### src/rtl/swt16_pkg.sv
// Shared constants for the swt16 pipeline: datapath widths and the
// memory-access stage handshake states.
package swt16_pkg;

    localparam int SWT_DMEM_ADDR_W = 12;
    localparam int SWT_DMEM_WORD_W = 16;
    localparam int SWT_IALU_WORD_W = 16;
    localparam int SWT_PC_W        = 12;
    localparam int SWT_PMEM_WORD_W = 16;
    localparam int SWT_REG_IDX_W   = 4;
    localparam int SWT_STALL_CNT_W = 16;

    // IDLE: no access outstanding; WAIT: access issued, ack not yet seen
    typedef enum logic {
        ST_IDLE = 1'b0,
        ST_WAIT = 1'b1
    } mem_state_t;

endpackage

### src/rtl/memory_access.sv
// Memory-access pipeline stage: latches the execute results, issues a single
// data-memory request per load/store, stalls upstream until the memory acks,
// and forwards load data to writeback with zero latency from the ack.
module memory_access
    import swt16_pkg::*;
#(
    parameter int DMEM_ADDR_WIDTH = SWT_DMEM_ADDR_W,
    parameter int DMEM_WORD_WIDTH = SWT_DMEM_WORD_W,
    parameter int IALU_WORD_WIDTH = SWT_IALU_WORD_W,
    parameter int PC_WIDTH        = SWT_PC_W,
    parameter int PMEM_WORD_WIDTH = SWT_PMEM_WORD_W,
    parameter int REG_IDX_WIDTH   = SWT_REG_IDX_W
) (
    input  logic                       clock,
    input  logic                       reset,

    input  logic                       in_act_load_dmem,
    input  logic                       in_act_store_dmem,
    input  logic                       in_act_write_res_to_reg,
    input  logic [DMEM_ADDR_WIDTH-1:0] in_dmem_rd_addr,
    input  logic [DMEM_ADDR_WIDTH-1:0] in_dmem_wr_addr,
    input  logic [DMEM_WORD_WIDTH-1:0] in_dmem_wr_word,
    input  logic [IALU_WORD_WIDTH-1:0] in_res,
    input  logic [REG_IDX_WIDTH-1:0]   in_res_reg_idx,
    input  logic [PMEM_WORD_WIDTH-1:0] in_instr,
    input  logic [PC_WIDTH-1:0]        in_pc,

    output logic                       out_dmem_req,
    output logic                       out_dmem_we,
    output logic [DMEM_ADDR_WIDTH-1:0] out_dmem_addr,
    output logic [DMEM_WORD_WIDTH-1:0] out_dmem_wdata,
    input  logic                       in_dmem_ack,
    input  logic [DMEM_WORD_WIDTH-1:0] in_dmem_rdata,

    output logic                       out_act_write_res_to_reg,
    output logic [IALU_WORD_WIDTH-1:0] out_res,
    output logic [REG_IDX_WIDTH-1:0]   out_res_reg_idx,
    output logic [PMEM_WORD_WIDTH-1:0] out_instr,
    output logic [PC_WIDTH-1:0]        out_pc,
    output logic                       out_res_valid,
    output logic                       out_stall,
    output logic [SWT_STALL_CNT_W-1:0] out_stall_count
);

    // stage registers
    logic                       load_ff;
    logic                       store_ff;
    logic                       write_ff;
    logic [DMEM_ADDR_WIDTH-1:0] rd_addr_ff;
    logic [DMEM_ADDR_WIDTH-1:0] wr_addr_ff;
    logic [DMEM_WORD_WIDTH-1:0] wr_word_ff;
    logic [IALU_WORD_WIDTH-1:0] res_ff;
    logic [REG_IDX_WIDTH-1:0]   res_reg_idx_ff;
    logic [PMEM_WORD_WIDTH-1:0] instr_ff;
    logic [PC_WIDTH-1:0]        pc_ff;

    mem_state_t state;

    logic mem_op;
    logic is_load;
    logic req;
    logic stall;
    logic load_done;

    // A store wins when both flags are set; the load half is dropped.
    assign mem_op  = load_ff | store_ff;
    assign is_load = load_ff & ~store_ff;

    // Request/stall decode; state and stage regs reset asynchronously, so a
    // reset mid-WAIT drops the request without waiting for a clock.
    always_comb begin
        req       = (state == ST_WAIT) | mem_op;
        stall     = req & ~in_dmem_ack;
        load_done = req & is_load & in_dmem_ack;
    end

    // Stage registers: capture execute outputs unless the stage is stalled.
    always_ff @(posedge clock or posedge reset) begin
        if (reset) begin
            load_ff        <= 1'b0;
            store_ff       <= 1'b0;
            write_ff       <= 1'b0;
            rd_addr_ff     <= '0;
            wr_addr_ff     <= '0;
            wr_word_ff     <= '0;
            res_ff         <= '0;
            res_reg_idx_ff <= '0;
            instr_ff       <= '0;
            pc_ff          <= '0;
        end else if (!stall) begin
            load_ff        <= in_act_load_dmem;
            store_ff       <= in_act_store_dmem;
            write_ff       <= in_act_write_res_to_reg;
            rd_addr_ff     <= in_dmem_rd_addr;
            wr_addr_ff     <= in_dmem_wr_addr;
            wr_word_ff     <= in_dmem_wr_word;
            res_ff         <= in_res;
            res_reg_idx_ff <= in_res_reg_idx;
            instr_ff       <= in_instr;
            pc_ff          <= in_pc;
        end
    end

    // Handshake FSM: an immediately acked access never leaves IDLE.
    always_ff @(posedge clock or posedge reset) begin
        if (reset) begin
            state <= ST_IDLE;
        end else begin
            case (state)
                ST_IDLE: if (mem_op && !in_dmem_ack) state <= ST_WAIT;
                ST_WAIT: if (in_dmem_ack)            state <= ST_IDLE;
                default:                             state <= ST_IDLE;
            endcase
        end
    end

    // Stall-cycle counter, sticks at all-ones instead of wrapping.
    always_ff @(posedge clock or posedge reset) begin
        if (reset)
            out_stall_count <= '0;
        else if (stall && (out_stall_count != {SWT_STALL_CNT_W{1'b1}}))
            out_stall_count <= out_stall_count + 1'b1;
    end

    // Output mux: memory-side fields are zeroed whenever no access is requested.
    always_comb begin
        out_dmem_req   = req;
        out_dmem_we    = req & store_ff;
        out_dmem_addr  = '0;
        out_dmem_wdata = '0;
        if (req) begin
            out_dmem_addr  = store_ff ? wr_addr_ff : rd_addr_ff;
            out_dmem_wdata = store_ff ? wr_word_ff : '0;
        end
        out_stall                = stall;
        out_res                  = load_done ? in_dmem_rdata : res_ff;
        out_act_write_res_to_reg = write_ff & ~stall & ~store_ff;
        out_res_valid            = write_ff & ~stall & ~store_ff;
        out_res_reg_idx          = res_reg_idx_ff;
        out_instr                = instr_ff;
        out_pc                   = pc_ff;
    end

endmodule
### config.mk
export PLATFORM = sky130hd
export DESIGN_NAME = memory_access
export DESIGN_NICKNAME = d
export VERILOG_FILES = /design/src/rtl/swt16_pkg.sv /design/src/rtl/memory_access.sv
export SDC_FILE = /design/constraint.sdc
export NUM_CORES = 1
export LEC_CHECK = 0
export BUFFER_PORTS_ARGS = -buffer_cell sky130_fd_sc_hd__buf_2
export CORE_AREA = 3 3 97 109
export DETAILED_ROUTE_END_ITERATION = 10
export DIE_AREA = 0 0 100 112
export PLACE_DENSITY_LB_ADDON = 0.05
export SLEW_MARGIN = 20
export SYNTH_ARGS = -nofsm -noshare
export SYNTH_HDL_FRONTEND = slang
export SYNTH_SLANG_ARGS = --single-unit
### constraint.sdc
create_clock -name clock -period 9.43 [get_ports clock]
set_input_delay 1.886 -clock clock [delete_from_list [all_inputs] [get_ports clock]]
set_output_delay 1.886 -clock clock [all_outputs]
set_load 0.03 [all_outputs]
==> flow_summary_export.csv <==
group,metric,value,unit
timing,finalCritPeriodShare,60.9,%
yosys,synth_cell_types,34,
grt,grt_overflow,0,
finish,nets,650,
cts,cts_resized,0,
routing,drc_errors,0,
cts,ctsHoldBuffers,0,
timing,max_freq,0.174,GHz
grt,first_global_vias,3347,
timing,slew_headroom,37.2,%
critical_path,crit_path_end,"out_stall",
timing,clock_skew,0.00569,ns
timing,slew_viol_final,0,
critical_path,required,7.54,ns
critical_path,critPathCaptureType,"output pin",
routing,first_iter_violations,110,
grt,antenna_found_initial,0,
floorplan,io_pins,207,
finish,mostFrequentLayoutCells,"buf_2 (206), dfrtp_1 (108), mux2_2 (87)",
cts,cts_tree,"yes",
yosys,synth_ff_type,"dfrtp_1",
place,io_buffers,206,
routing,routed_via_density,5.05,
critical_path,r2r-start,"load_ff",
yosys,syn_area,4740,um2
grt,grt_usage,18.6,%
floorplan,coreArea,9650,um2
yosys,ys_seq_area_share,57.0,%
cts,htreeDepth,3,
power_and_ir_drop,p_total,1.19,mW
routing,vias,3348,
yosys,yosys_warnings,0,
timing,fin_tns_setup,0,ns
finish,final_common_cell,"buf_2",
floorplan,rows,38,
critical_path,start_kind,"input port",
flow_run,cap_violations,0,
power_and_ir_drop,power.density,197,nW/um2
yosys,yosys-top-cells-area,"dfrtp_1 (57%), mux2_2 (21%), mux2_1 (4.7%)",
grt,grt_first_pass_wirelength,16500,um
cts,clock_sinks,108,
timing,fin_ws,3.68,ns
power_and_ir_drop,power_leakage,3.00,nW
yosys,synth-edff-count,0,
cts,clock_latency,0.35,ns
yosys,async_flop_share,100,%
critical_path,crit_arrival,3.86,ns
yosys,synth_top_cell_by_area,"dfrtp_1",
timing,layout_min_cycle_time,5.75,ns
critical_path,ff2ff_path_depth,6,
outcome,status,"completed",
yosys,avgSynthCellArea,14.1,um2
yosys,netlist_instances,337,
routing,wl,10500,um
floorplan,initial_core_util,49.1,%
timing,rsz0062_at_grt,"false",
critical_path,worstSetupStartpoint,"in_dmem_ack",
timing,setup_violations,0,
min_path,hold_path.class,"register to register",
yosys,syn-num-nets,448,
finish,fillCellCount,842,
critical_path,path_class,"input port to output pin",
cts,clock_tree.root_cell,"clkbuf_8",
routing,wire_per_inst,15.8,um
finish,drive_gt1_share,59.1,%
timing,worstMarginPinSlew,0.939,ns
cts,clk_pin_slew_worst_paths,0.09,ns
floorplan,dieArea,11200,um2
routing,antenna_left,0,
critical_path,r2r_setup_slack,6.55,ns
floorplan,die_y,112,um
grt,grt_max_degree,81,
timing,hold_viol,0,
power_and_ir_drop,ir_drop,0.106,mV
finish,diodes,0,
routing,first_pass_iters,4,
cts,post_cts_buffers,0,
critical_path,crit_fanout,56,
place,gp_congestion,0.774,
floorplan,dieWidth,100,um
cts,clock_path_buffers,2,
place,place_ws,3.62,ns
finish,areaGrowthSynthToFinish,27.1,%
place,dpl.hpwl,7650,um
critical_path,r2r-end,"out_instr[9]",
yosys,synthDominantCellAreaShare,57.0,%
cts,cts-buffers-inserted,9,
yosys,synth-seq-cells,108,
[registers in the layout, indices dropped and copies added, names as in the netlist, 4 cells and up]
register         cells
out_instr           16
out_stall_count     16
res_ff              16
wr_word_ff          16
out_pc              12
rd_addr_ff          12
wr_addr_ff          12
out_res_reg_idx      4
[worst max-delay path: stages]
cell and delay [ns]:
buf_2 0.13, inv_1 0.12, nand2_2 0.55, inv_2 0.24, buf_4 0.58, buf_2 0.32
[area by class of cell]
class	count	area, um2	share of cell area, %
repair buffers	210	1080	17.9
multi-input cells	202	1890	31.4
flip-flops and latches	108	2700	44.9
inverters	8	32.5	0.540
well taps	120	150	2.49
clock inverters	5	28.8	0.478
clock buffers	10	138	2.28
[Yosys cell counts (2+ instances only)]
| cell | count |
|---|---|
| buf_2 | 8 |
| buf_6 | 3 |
| mux2_1 | 20 |
| clkbuf_1 | 4 |
| inv_1 | 6 |
| buf_4 | 4 |
| mux2i_1 | 12 |
| nand3_1 | 6 |
| and2_1 | 19 |
| xnor2_1 | 8 |
| dfrtp_1 | 108 |
| inv_2 | 2 |
| nor3_1 | 5 |
| mux2_2 | 87 |
| nand2_1 | 4 |
| a22o_1 | 2 |
| nor2_1 | 13 |
| xor2_1 | 6 |
| nand4_1 | 5 |
[stage by stage]
| stage | area, um2 | std cells | hold WS [ns] | util (%) |
|---|---|---|---|---|
| 2_1_floorplan | 4740 | 337 | 0.470 | - |
| 3_3_place_gp | 5830 | 647 | 0.468 | 60.4 |
| 3_5_place_dp | 5830 | 647 | 0.477 | 60.4 |
| 4_1_cts | 6000 | 662 | 0.499 | 62.1 |
| 6_report | 6030 | 663 | 0.493 | 62.4 |
| 5_1_grt | 6030 | 663 | 0.502 | 62.4 |
[routing by layer]
metal  vias to the layer above  wire [um]  part of all wire, %  global-route usage [%]
met4                         0        212                  2.0                    7.73
met5                         -          0                    0                       0
met1                      1630       4150                   40                    23.3
met2                       135       5230                   50                    30.7
li1                       1570          -                    -                       -
met3                        13        905                  8.6                    4.76
[where the power goes]
part	internal, mW	leakage [nW]	switching, mW	total, mW
sequential	0.526	1.29	0.0461	0.572
clock	0.101	0.0917	0.145	0.245
combinational	0.140	1.62	0.229	0.369
total	0.767	3.00	0.419	1.19
[logic make-up after synthesis]
group | synth area share [%]
AOI/OAI and AO/OA | 0.580
xor gates and xnor gates | 2.59
adders and majority gates | 0.264
buffers and inverters | 3.14
DFF | 57.0
muxes | 27.9
and+or+nand+nor | 8.50
[how the worst min path moves through the flow]
| stage | startpoint | endpoint | slack [ns] | cells after the start |
|---|---|---|---|---|
| after detailed placement | out_instr[1] | out_instr[1] | 0.48 | 1 |
| after global placement | out_pc[7] | out_pc[7] | 0.47 | 1 |
| after global routing | out_instr[1] | out_instr[1] | 0.50 | 1 |
| after CTS | out_instr[1] | out_instr[1] | 0.50 | 1 |
| final | out_instr[1] | out_instr[1] | 0.49 | 1 |
| after floorplan | wr_word_ff[3] | wr_word_ff[3] | 0.47 | 1 |
Power figures use the tool's default switching activity.
